File: config.mk
export PLATFORM = sky130hd
export DESIGN_NAME = fp_wb_port_arbiter
export DESIGN_NICKNAME = d
export VERILOG_FILES = /design/src/rtl/fp_wb_pkg.sv /design/src/rtl/fp_wb_port_arbiter_rr_arbiter.sv /design/src/rtl/fp_wb_port_arbiter.sv
export SDC_FILE = /design/constraint.sdc
export NUM_CORES = 1
export LEC_CHECK = 0
export ABC_AREA = 1
export BUFFER_PORTS_ARGS = -buffer_cell sky130_fd_sc_hd__buf_4
export CORE_MARGIN = 2
export CORE_UTILIZATION = 25
export DETAILED_ROUTE_END_ITERATION = 10
export PLACE_DENSITY_LB_ADDON = 0.05
export SYNTH_ARGS = -nofsm -noshare
export SYNTH_HDL_FRONTEND = slang
export SYNTH_HIERARCHICAL = 1
export SYNTH_SLANG_ARGS = --single-unit
File: constraint.sdc
create_clock -name clk -period 3.2 [get_ports clk]
set_input_delay 0.32 -clock clk [delete_from_list [all_inputs] [get_ports clk]]
set_output_delay 0.32 -clock clk [all_outputs]
set_load 0.03 [all_outputs]
File: src/rtl/fp_wb_pkg.sv
// Shared definitions for the FP register-file writeback path.
package fp_wb_pkg;

  localparam int FP_ADDR_W = 5;
  localparam int FP_DATA_W = 32;

  typedef enum logic [0:0] {
    ST_INIT = 1'b0,
    ST_RUN  = 1'b1
  } fp_wb_state_e;

endpackage : fp_wb_pkg

File: src/rtl/fp_wb_port_arbiter_rr_arbiter.sv
// Combinational round-robin arbiter: the first requester at or above ptr wins,
// otherwise the lowest-indexed requester wins (wrap-around).
module rr_arbiter
  import fp_wb_pkg::*;
#(
  parameter int N     = 3,
  parameter int PTR_W = (N > 1) ? $clog2(N) : 1
) (
  input  logic [N-1:0]     req,
  input  logic [PTR_W-1:0] ptr,
  output logic [N-1:0]     grant,
  output logic [PTR_W-1:0] grant_idx,
  output logic             any
);

  logic [N-1:0]     w_mask;
  logic [N-1:0]     w_sel;
  logic [PTR_W-1:0] w_idx;

  // Mask off requesters below ptr, fall back to the unmasked set, pick lowest
  always_comb begin
    w_mask = '0;
    for (int i = 0; i < N; i++) begin
      w_mask[i] = (PTR_W'(i) >= ptr);
    end
    w_sel = ((req & w_mask) != '0) ? (req & w_mask) : req;
    w_idx = '0;
    for (int i = N - 1; i >= 0; i--) begin
      w_idx = w_sel[i] ? PTR_W'(i) : w_idx;
    end
    any       = (req != '0);
    grant_idx = w_idx;
    grant     = any ? (N'(1) << w_idx) : '0;
  end

endmodule : rr_arbiter

File: src/rtl/fp_wb_port_arbiter.sv
// Single write port of the FP register file: zero-fills the file after reset or
// clear_req, then grants one writeback requester per cycle in round-robin order.
module fp_wb_port_arbiter
  import fp_wb_pkg::*;
#(
  parameter int NUM_REQ = 3,
  parameter int DATA_W  = FP_DATA_W,
  parameter int ADDR_W  = FP_ADDR_W
) (
  input  logic                      clk,
  input  logic                      rst_n,
  input  logic                      clear_req,
  input  logic [NUM_REQ-1:0]        req_valid,
  input  logic [NUM_REQ*ADDR_W-1:0] req_addr,
  input  logic [NUM_REQ*DATA_W-1:0] req_data,
  output logic [NUM_REQ-1:0]        req_ready,
  output logic                      reg_write,
  output logic [ADDR_W-1:0]         write_reg,
  output logic [DATA_W-1:0]         write_data,
  output logic                      init_done
);

  localparam int                PTR_W     = (NUM_REQ > 1) ? $clog2(NUM_REQ) : 1;
  localparam logic [ADDR_W-1:0] LAST_ADDR = {ADDR_W{1'b1}};
  localparam logic [PTR_W-1:0]  LAST_PTR  = PTR_W'(NUM_REQ - 1);

  fp_wb_state_e      r_state, w_state_nxt;
  logic [ADDR_W-1:0] r_init_cnt, w_init_cnt_nxt;
  logic [PTR_W-1:0]  r_rr_ptr, w_rr_ptr_nxt;
  logic              r_reg_write, w_reg_write_nxt;
  logic [ADDR_W-1:0] r_write_reg, w_write_reg_nxt;
  logic [DATA_W-1:0] r_write_data, w_write_data_nxt;
  logic              r_init_done, w_init_done_nxt;

  logic [NUM_REQ-1:0] w_grant;
  logic [PTR_W-1:0]   w_grant_idx;
  logic               w_any;
  logic [ADDR_W-1:0]  w_sel_addr;
  logic [DATA_W-1:0]  w_sel_data;
  logic               w_can_grant;

  rr_arbiter #(.N(NUM_REQ), .PTR_W(PTR_W)) u_rr (
    .req       (req_valid),
    .ptr       (r_rr_ptr),
    .grant     (w_grant),
    .grant_idx (w_grant_idx),
    .any       (w_any)
  );

  assign w_sel_addr  = req_addr[w_grant_idx*ADDR_W +: ADDR_W];
  assign w_sel_data  = req_data[w_grant_idx*DATA_W +: DATA_W];
  assign w_can_grant = (r_state == ST_RUN) && !clear_req;

  // Grant is only visible in RUN and never in the cycle a clear is requested
  always_comb begin
    if (w_can_grant) begin
      req_ready = w_grant;
    end else begin
      req_ready = '0;
    end
  end

  // Next-state and next-output logic for init sweep and arbitration
  always_comb begin
    w_state_nxt      = r_state;
    w_init_cnt_nxt   = r_init_cnt;
    w_rr_ptr_nxt     = r_rr_ptr;
    w_reg_write_nxt  = r_reg_write;
    w_write_reg_nxt  = r_write_reg;
    w_write_data_nxt = r_write_data;
    w_init_done_nxt  = r_init_done;
    case (r_state)
      ST_INIT: begin
        w_reg_write_nxt  = 1'b1;
        w_write_data_nxt = '0;
        if (clear_req) begin
          w_write_reg_nxt = '0;
          w_init_cnt_nxt  = ADDR_W'(1);
        end else begin
          w_write_reg_nxt = r_init_cnt;
          if (r_init_cnt == LAST_ADDR) begin
            w_state_nxt     = ST_RUN;
            w_init_done_nxt = 1'b1;
            w_init_cnt_nxt  = '0;
          end else begin
            w_init_cnt_nxt  = r_init_cnt + ADDR_W'(1);
          end
        end
      end
      ST_RUN: begin
        if (clear_req) begin
          w_state_nxt     = ST_INIT;
          w_init_done_nxt = 1'b0;
          w_init_cnt_nxt  = '0;
          w_reg_write_nxt = 1'b0;
        end else if (w_any) begin
          w_reg_write_nxt  = 1'b1;
          w_write_reg_nxt  = w_sel_addr;
          w_write_data_nxt = w_sel_data;
          w_rr_ptr_nxt     = (w_grant_idx == LAST_PTR) ? '0 : (w_grant_idx + PTR_W'(1));
        end else begin
          w_reg_write_nxt = 1'b0;
        end
      end
      default: begin
        w_state_nxt     = ST_INIT;
        w_init_cnt_nxt  = '0;
        w_reg_write_nxt = 1'b0;
        w_init_done_nxt = 1'b0;
      end
    endcase
  end

  // State and registered write-port outputs
  always_ff @(posedge clk or negedge rst_n) begin
    if (!rst_n) begin
      r_state      <= ST_INIT;
      r_init_cnt   <= '0;
      r_rr_ptr     <= '0;
      r_reg_write  <= 1'b0;
      r_write_reg  <= '0;
      r_write_data <= '0;
      r_init_done  <= 1'b0;
    end else begin
      r_state      <= w_state_nxt;
      r_init_cnt   <= w_init_cnt_nxt;
      r_rr_ptr     <= w_rr_ptr_nxt;
      r_reg_write  <= w_reg_write_nxt;
      r_write_reg  <= w_write_reg_nxt;
      r_write_data <= w_write_data_nxt;
      r_init_done  <= w_init_done_nxt;
    end
  end

  assign reg_write  = r_reg_write;
  assign write_reg  = r_write_reg;
  assign write_data = r_write_data;
  assign init_done  = r_init_done;

endmodule : fp_wb_port_arbiter

==> flow_metrics.py, run 1 <==
metrics = {
    "run_status": {
        "status": "finished, final reports clean",
    },
    "finish": {
        "final_cell_count_no_fill": 671,
        "design_area_um2": 4060,
        "syn2layout_area_growth_pct": 50.8,
        "n_antenna_cell": 0,
        "largest_reg_flops": 32,
        "nets": 654,
        "fillCellCount": 1167,
        "drive_above_1_share_pct": 33.6,
    },
    "sta": {
        "final.min_clock_period_ps": 2400,
        "rsz0062_at_grt": "false",
        "final_hold_viol_count": 0,
        "slew_violations": 0,
        "max_freq_mhz": 417,
        "slew_headroom_pct": 41.6,
        "clock_skew_ps": 17.1,
        "setup_tns_ps": 0,
        "worstMarginPinSlew_ps": 874,
        "setup_viol_count_final": 0,
        "fin_crit_sh_pct": 74.9,
    },
    "routing": {
        "dr_wl_met3_um": 567,
        "via_per_inst": 4.44,
        "wl_per_cell_um": 13.9,
        "drt_iter0_markers": 188,
        "drcViolationCount": 0,
        "firstDrtPassIters": 4,
        "via_count": 2978,
        "top_layer": "met4",
        "wirelength_um": 9360,
        "dr_wl_met2_um": 4340,
        "wl_met1_um": 4370,
        "ant_nets": 0,
    },
    "global_route": {
        "grt_pass1_vias": 3045,
        "track_usage_pct": 16.2,
        "grt-ovfl-total": 0,
        "antenna_found_initial": 0,
        "grt_pass1_wl_um": 15000,
        "grt_max_degree": 48,
    },
    "power_and_ir_drop": {
        "p_per_area_nw_per_um2": 314,
        "peakVddDrop_mv": 0.172,
        "power_leakage_uw": 0.00221,
    },
    "synth": {
        "syn-cell-area_um2": 2690,
        "syn_inst": 386,
        "synth_top_family_by_area": "simple AND/OR/NAND/NOR gates",
        "synth_cell_types": 23,
        "synth-compound-area-share_pct": 1.53,
        "syn_nets": 505,
        "ys_seq_area_share_pct": 43.7,
        "synth_simple_gate_area_share_pct": 46.3,
        "synth_xor_area_share_pct": 0.651,
        "synthAdderAreaFrac_pct": 0.930,
        "ys_ff_latch": 47,
        "synthMuxAreaShare_pct": 0,
        "yosys_warnings": 6,
        "avgSynthCellArea_um2": 6.97,
    },
    "worst_setup_path": {
        "cp.required_ps": 3440,
        "arrival_ps": 2640,
        "crit_type": "register to register",
        "cp_max_fo": 35,
        "rr_worst_depth": 11,
        "critPathLaunchType": "register",
        "cp-end-kind": "register",
        "crit_chain": "inv_1, nand3_1, nand2_1, nand2_1, nor2_1, inv_2, nor2_4, nand2_1, nand3_1, nand2_1, nand2_1",
        "cpPeakStageDelay_ps": 680,
        "cpMostUsedCell": "nand2_1",
        "r2r-end": "write_data[10]",
        "timing.rr.start": "r_rr_ptr[0]",
        "r2r_slack_ps": 800,
        "cpMaxStageDelayCell": "nor2_4",
        "startpoint": "r_rr_ptr[0]",
    },
    "clock_tree": {
        "cts_resized": 0,
        "clkLatencyLatePin_ps": 300,
        "cts_buffer_depth": 2,
        "cts.clk_slew.worst_paths_ps": 90,
        "cts_sinks": 47,
        "cts_hold_buf": 0,
        "h-tree-depth": 2,
        "numCtsBuffers": 5,
        "cts_setup_buffers": 0,
        "cts_tree": "built",
        "cts_root_buf": "clkbuf_8",
    },
    "placed_design": {
        "place_area_um2": 3960,
        "portBuffers": 158,
        "dpl.hpwl_um": 6650,
        "place.gp.congestion": 0.766,
        "dp_cells": 664,
    },
    "floorplanning": {
        "ios": 159,
        "start_util_pct": 25.9,
        "die_y_um": 108,
        "rows": 37,
        "die_w_um": 108,
        "dieArea_um2": 11600,
        "core_um2": 10400,
    },
    "job": {
        "maxCapViolCount": 0,
    },
    "worst_hold_path": {
        "hold_path_class": "input port to asynchronous set/reset pin",
    },
}
==> worst max path at each step <==
stage                     end  slack, ps  cells past startpoint
2_1_floorplan  write_data[20]       1460                     12
3_3_place_gp   write_data[10]        850                     12
3_5_place_dp     write_reg[1]        790                     11
4_1_cts        write_data[25]        770                     11
5_1_grt         write_data[5]        480                     11
6_report       write_data[10]        800                     11
==> Yosys cell counts (all sizes together) <==
cell type | instances | area share [%]
a21oi | 3 | 0.56
buf | 18 | 4.6
clkbuf | 1 | 0.14
dfrtp | 47 | 44
ha | 2 | 0.93
inv | 15 | 2.1
nand2 | 199 | 28
nand3 | 66 | 13
nand4 | 9 | 2.1
nor2 | 17 | 3.2
nor3 | 1 | 0.19
o21ai | 4 | 0.74
o22ai | 1 | 0.23
or3 | 1 | 0.23
xnor2 | 1 | 0.33
xor2 | 1 | 0.33
==> routing by layer <==
layer	track usage [%]	vias to the layer above
li1	-	1527
met1	22.0	1357
met2	26.5	88
met3	3.45	6
met4	3.75	0
met5	0	-
==> layout by cell type, fill, tap and decap left out, types with 2 or more instances in the layout <==
cell type	Yosys	layout
nand2_1	198	198
buf_4	6	161
nand3_1	65	65
dfrtp_1	47	47
nor2_1	14	13
inv_1	9	9
nand4_1	9	9
inv_2	6	6
clkbuf_8	0	5
o21ai_0	3	3
a21oi_1	3	3
nor2_4	3	3
ha_1	2	2
==> power by group <==
group          switching, uW  internal (uW)
Clock                    207            230
Combinational            105            127
Sequential              6.77            601
Total                    318            958
==> cell families (layout without fill, tap and decap cells) <==
| logic type | after synthesis | count (layout) |
|---|---|---|
| AOI/OAI and AO/OA | 8 | 8 |
| xor gates and xnor gates | 2 | 2 |
| adders and majority gates | 2 | 2 |
| buffers and inverters | 34 | 183 |
| DFF | 47 | 47 |
| and+or+nand+nor | 293 | 293 |
==> per-stage QoR <==
step	utilization (%)	hold WS (ps)	power [uW]	setup slack [ps]
global route	39.1	69.5	1350	485
global placement	38.1	400	856	854
CTS	39.1	52.9	1300	772
detailed placement	38.1	397	855	789
finish	39.1	23.6	1280	803
floorplan	-	24.4	710	1460
==> critical path: cells and delay by family, from the launching register on <==
kind                   cells  cell delay [ps]
flip-flops                 1              400
buffers and inverters      2              210
AND/OR/NAND/NOR            9             1720
==> area by class of cell <==
class	instances	area, um2	area share (%)
clock inverter	1	30.0	0.740
timing repair buffer	161	1210	29.8
inverter	15	56.3	1.39
multi-input combinational	305	1340	33.1
sequential	47	1180	29.0
clock buffer	6	72.6	1.79
tap	136	170	4.19
No activity file was read; power rests on OpenSTA's default activity.
==> run 2: changes to the inputs <==
- clock period: 3.2 -> 1.95 ns (I/O delays scaled with it)
==> flow_metrics.py, run 2 (synthesis gave the netlist of run 1 again) <==
metrics = {
    "run_status": {
        "status": "finished, final reports clean",
    },
    "worst_setup_path": {
        "cp_max_fo": 4,
        "timing.rr.start": "r_rr_ptr[1]",
        "startpoint": "r_rr_ptr[1]",
        "rr_worst_depth": 12,
        "r2r_slack_ps": 220,
        "cp-end-kind": "output port",
        "critPathLaunchType": "register",
        "crit_type": "register to output port",
        "cp.required_ps": 1750,
        "r2r-end": "write_reg[2]",
        "worstSetupEndpoint": "req_ready[1]",
        "arrival_ps": 1600,
    },
    "sta": {
        "final_hold_viol_count": 0,
        "slew_headroom_pct": 48.4,
        "rsz0062_at_grt": "false",
        "final.min_clock_period_ps": 1800,
        "setup_viol_count_final": 0,
        "max_freq_mhz": 556,
        "fin_ws_ps": 152,
        "setup_tns_ps": 0,
        "worstMarginPinSlew_ps": 773,
        "fin_crit_sh_pct": 92.2,
        "clock_skew_ps": 6.58,
        "slew_violations": 0,
    },
    "power_and_ir_drop": {
        "p_per_area_nw_per_um2": 486,
        "power_leakage_uw": 0.00231,
        "peakVddDrop_mv": 0.218,
    },
    "floorplanning": {
        "die_y_um": 108,
        "dieArea_um2": 11600,
        "ios": 159,
        "core_um2": 10400,
        "rows": 37,
        "die_w_um": 108,
        "start_util_pct": 25.9,
    },
    "routing": {
        "drcViolationCount": 0,
        "via_per_inst": 4.42,
        "drt_iter0_markers": 233,
        "firstDrtPassIters": 4,
        "ant_nets": 0,
        "wirelength_um": 9420,
        "wl_per_cell_um": 13.7,
        "via_count": 3044,
    },
    "placed_design": {
        "dp_cells": 672,
        "place.gp.congestion": 0.817,
        "place_area_um2": 4040,
        "portBuffers": 158,
        "place_ws_ps": -149,
        "dpl.hpwl_um": 6720,
    },
    "finish": {
        "final_cell_count_no_fill": 689,
        "largest_reg_flops": 32,
        "drive_above_1_share_pct": 36.0,
        "fin_util_pct": 40.9,
        "n_antenna_cell": 0,
        "syn2layout_area_growth_pct": 57.6,
        "design_area_um2": 4240,
        "nets": 671,
        "layout_commonest_cell": "nand2_1",
        "final_cell_mix": "198 x nand2_1, 173 x buf_4, 65 x nand3_1, 47 x dfrtp_1, 12 x nor2_1",
    },
    "clock_tree": {
        "cts_tree": "built",
        "clkLatencyLatePin_ps": 300,
        "cts.clk_slew.worst_paths_ps": 90,
        "h-tree-depth": 2,
        "numCtsBuffers": 5,
        "cts_buffer_depth": 2,
        "cts_sinks": 47,
        "cts_root_buf": "clkbuf_8",
    },
    "global_route": {
        "grt-ovfl-total": 0,
        "grt_pass1_vias": 2982,
        "grt_pass1_wl_um": 15100,
        "antenna_found_initial": 0,
        "grt_max_degree": 48,
        "track_usage_pct": 16.5,
    },
    "job": {
        "maxCapViolCount": 0,
    },
    "worst_hold_path": {
        "hold_path_class": "input port to register",
    },
}
[run 2: worst min path at each step]
| stage | startpoint | end | slack [ps] | cells past startpoint |
|---|---|---|---|---|
| after floorplan | rst_n | init_done | -100 | 0 |
| after global placement | rst_n | write_data[6] | 270 | 1 |
| after detailed placement | rst_n | write_data[6] | 270 | 1 |
| after CTS | req_data[24] | write_data[24] | 90 | 3 |
| after global routing | req_data[2] | write_data[2] | 100 | 3 |
| final | req_data[16] | write_data[16] | 110 | 3 |
[run 2: area by class of cell]
class | instances | area [um2]
clock buffers | 8 | 100
fillers | 1144 | 6130
flip-flops and latches | 47 | 1180
multi-input cells | 306 | 1370
inverters | 15 | 56.3
well taps | 136 | 170
repair buffers | 177 | 1370
[run 2: stage by stage]
stage                     power, uW  hold WS [ps]
final                          2060           107
after global routing           2190          95.7
after CTS                      2100          92.2
after detailed placement       1420           271
after global placement         1420           269
after floorplan                1170          -101
[run 2: repair_timing]
item	4_1_cts	5_1_grt
endpoints found under the setup margin	35	38
resized for setup	3	2
gates cloned	1	0
endpoints found under the hold margin	47	0
hold buffers	1	0
buffers inserted	0	7
pin swaps	1	3
[run 2: power breakdown]
group / internal, uW / leakage (uW) / switching [uW]
combinational: 237 / 0.00161 / 183
sequential: 986 / 0.000644 / 11.0
clock: 324 / 0.0000515 / 321
total: 1550 / 0.00231 / 514
[run 2: metal layers]
| layer | track usage (%) | vias to the layer above | share of wire (%) |
|---|---|---|---|
| li1 | - | 1561 | - |
| met1 | 22.2 | 1385 | 45 |
| met2 | 27.2 | 91 | 48 |
| met3 | 2.66 | 7 | 6.1 |
| met4 | 4.49 | 0 | 1.1 |
| met5 | 0 | - | 0 |
[run 2: critical path, stage by stage, from the launching register on]
cell and delay [ps]:
dfrtp_1 420, inv_2 80, nand2_1 50, nand4_1 90, nand2_2 90, buf_4 150
nor2_1 80, inv_1 50, nor2_1 120, buf_4 180
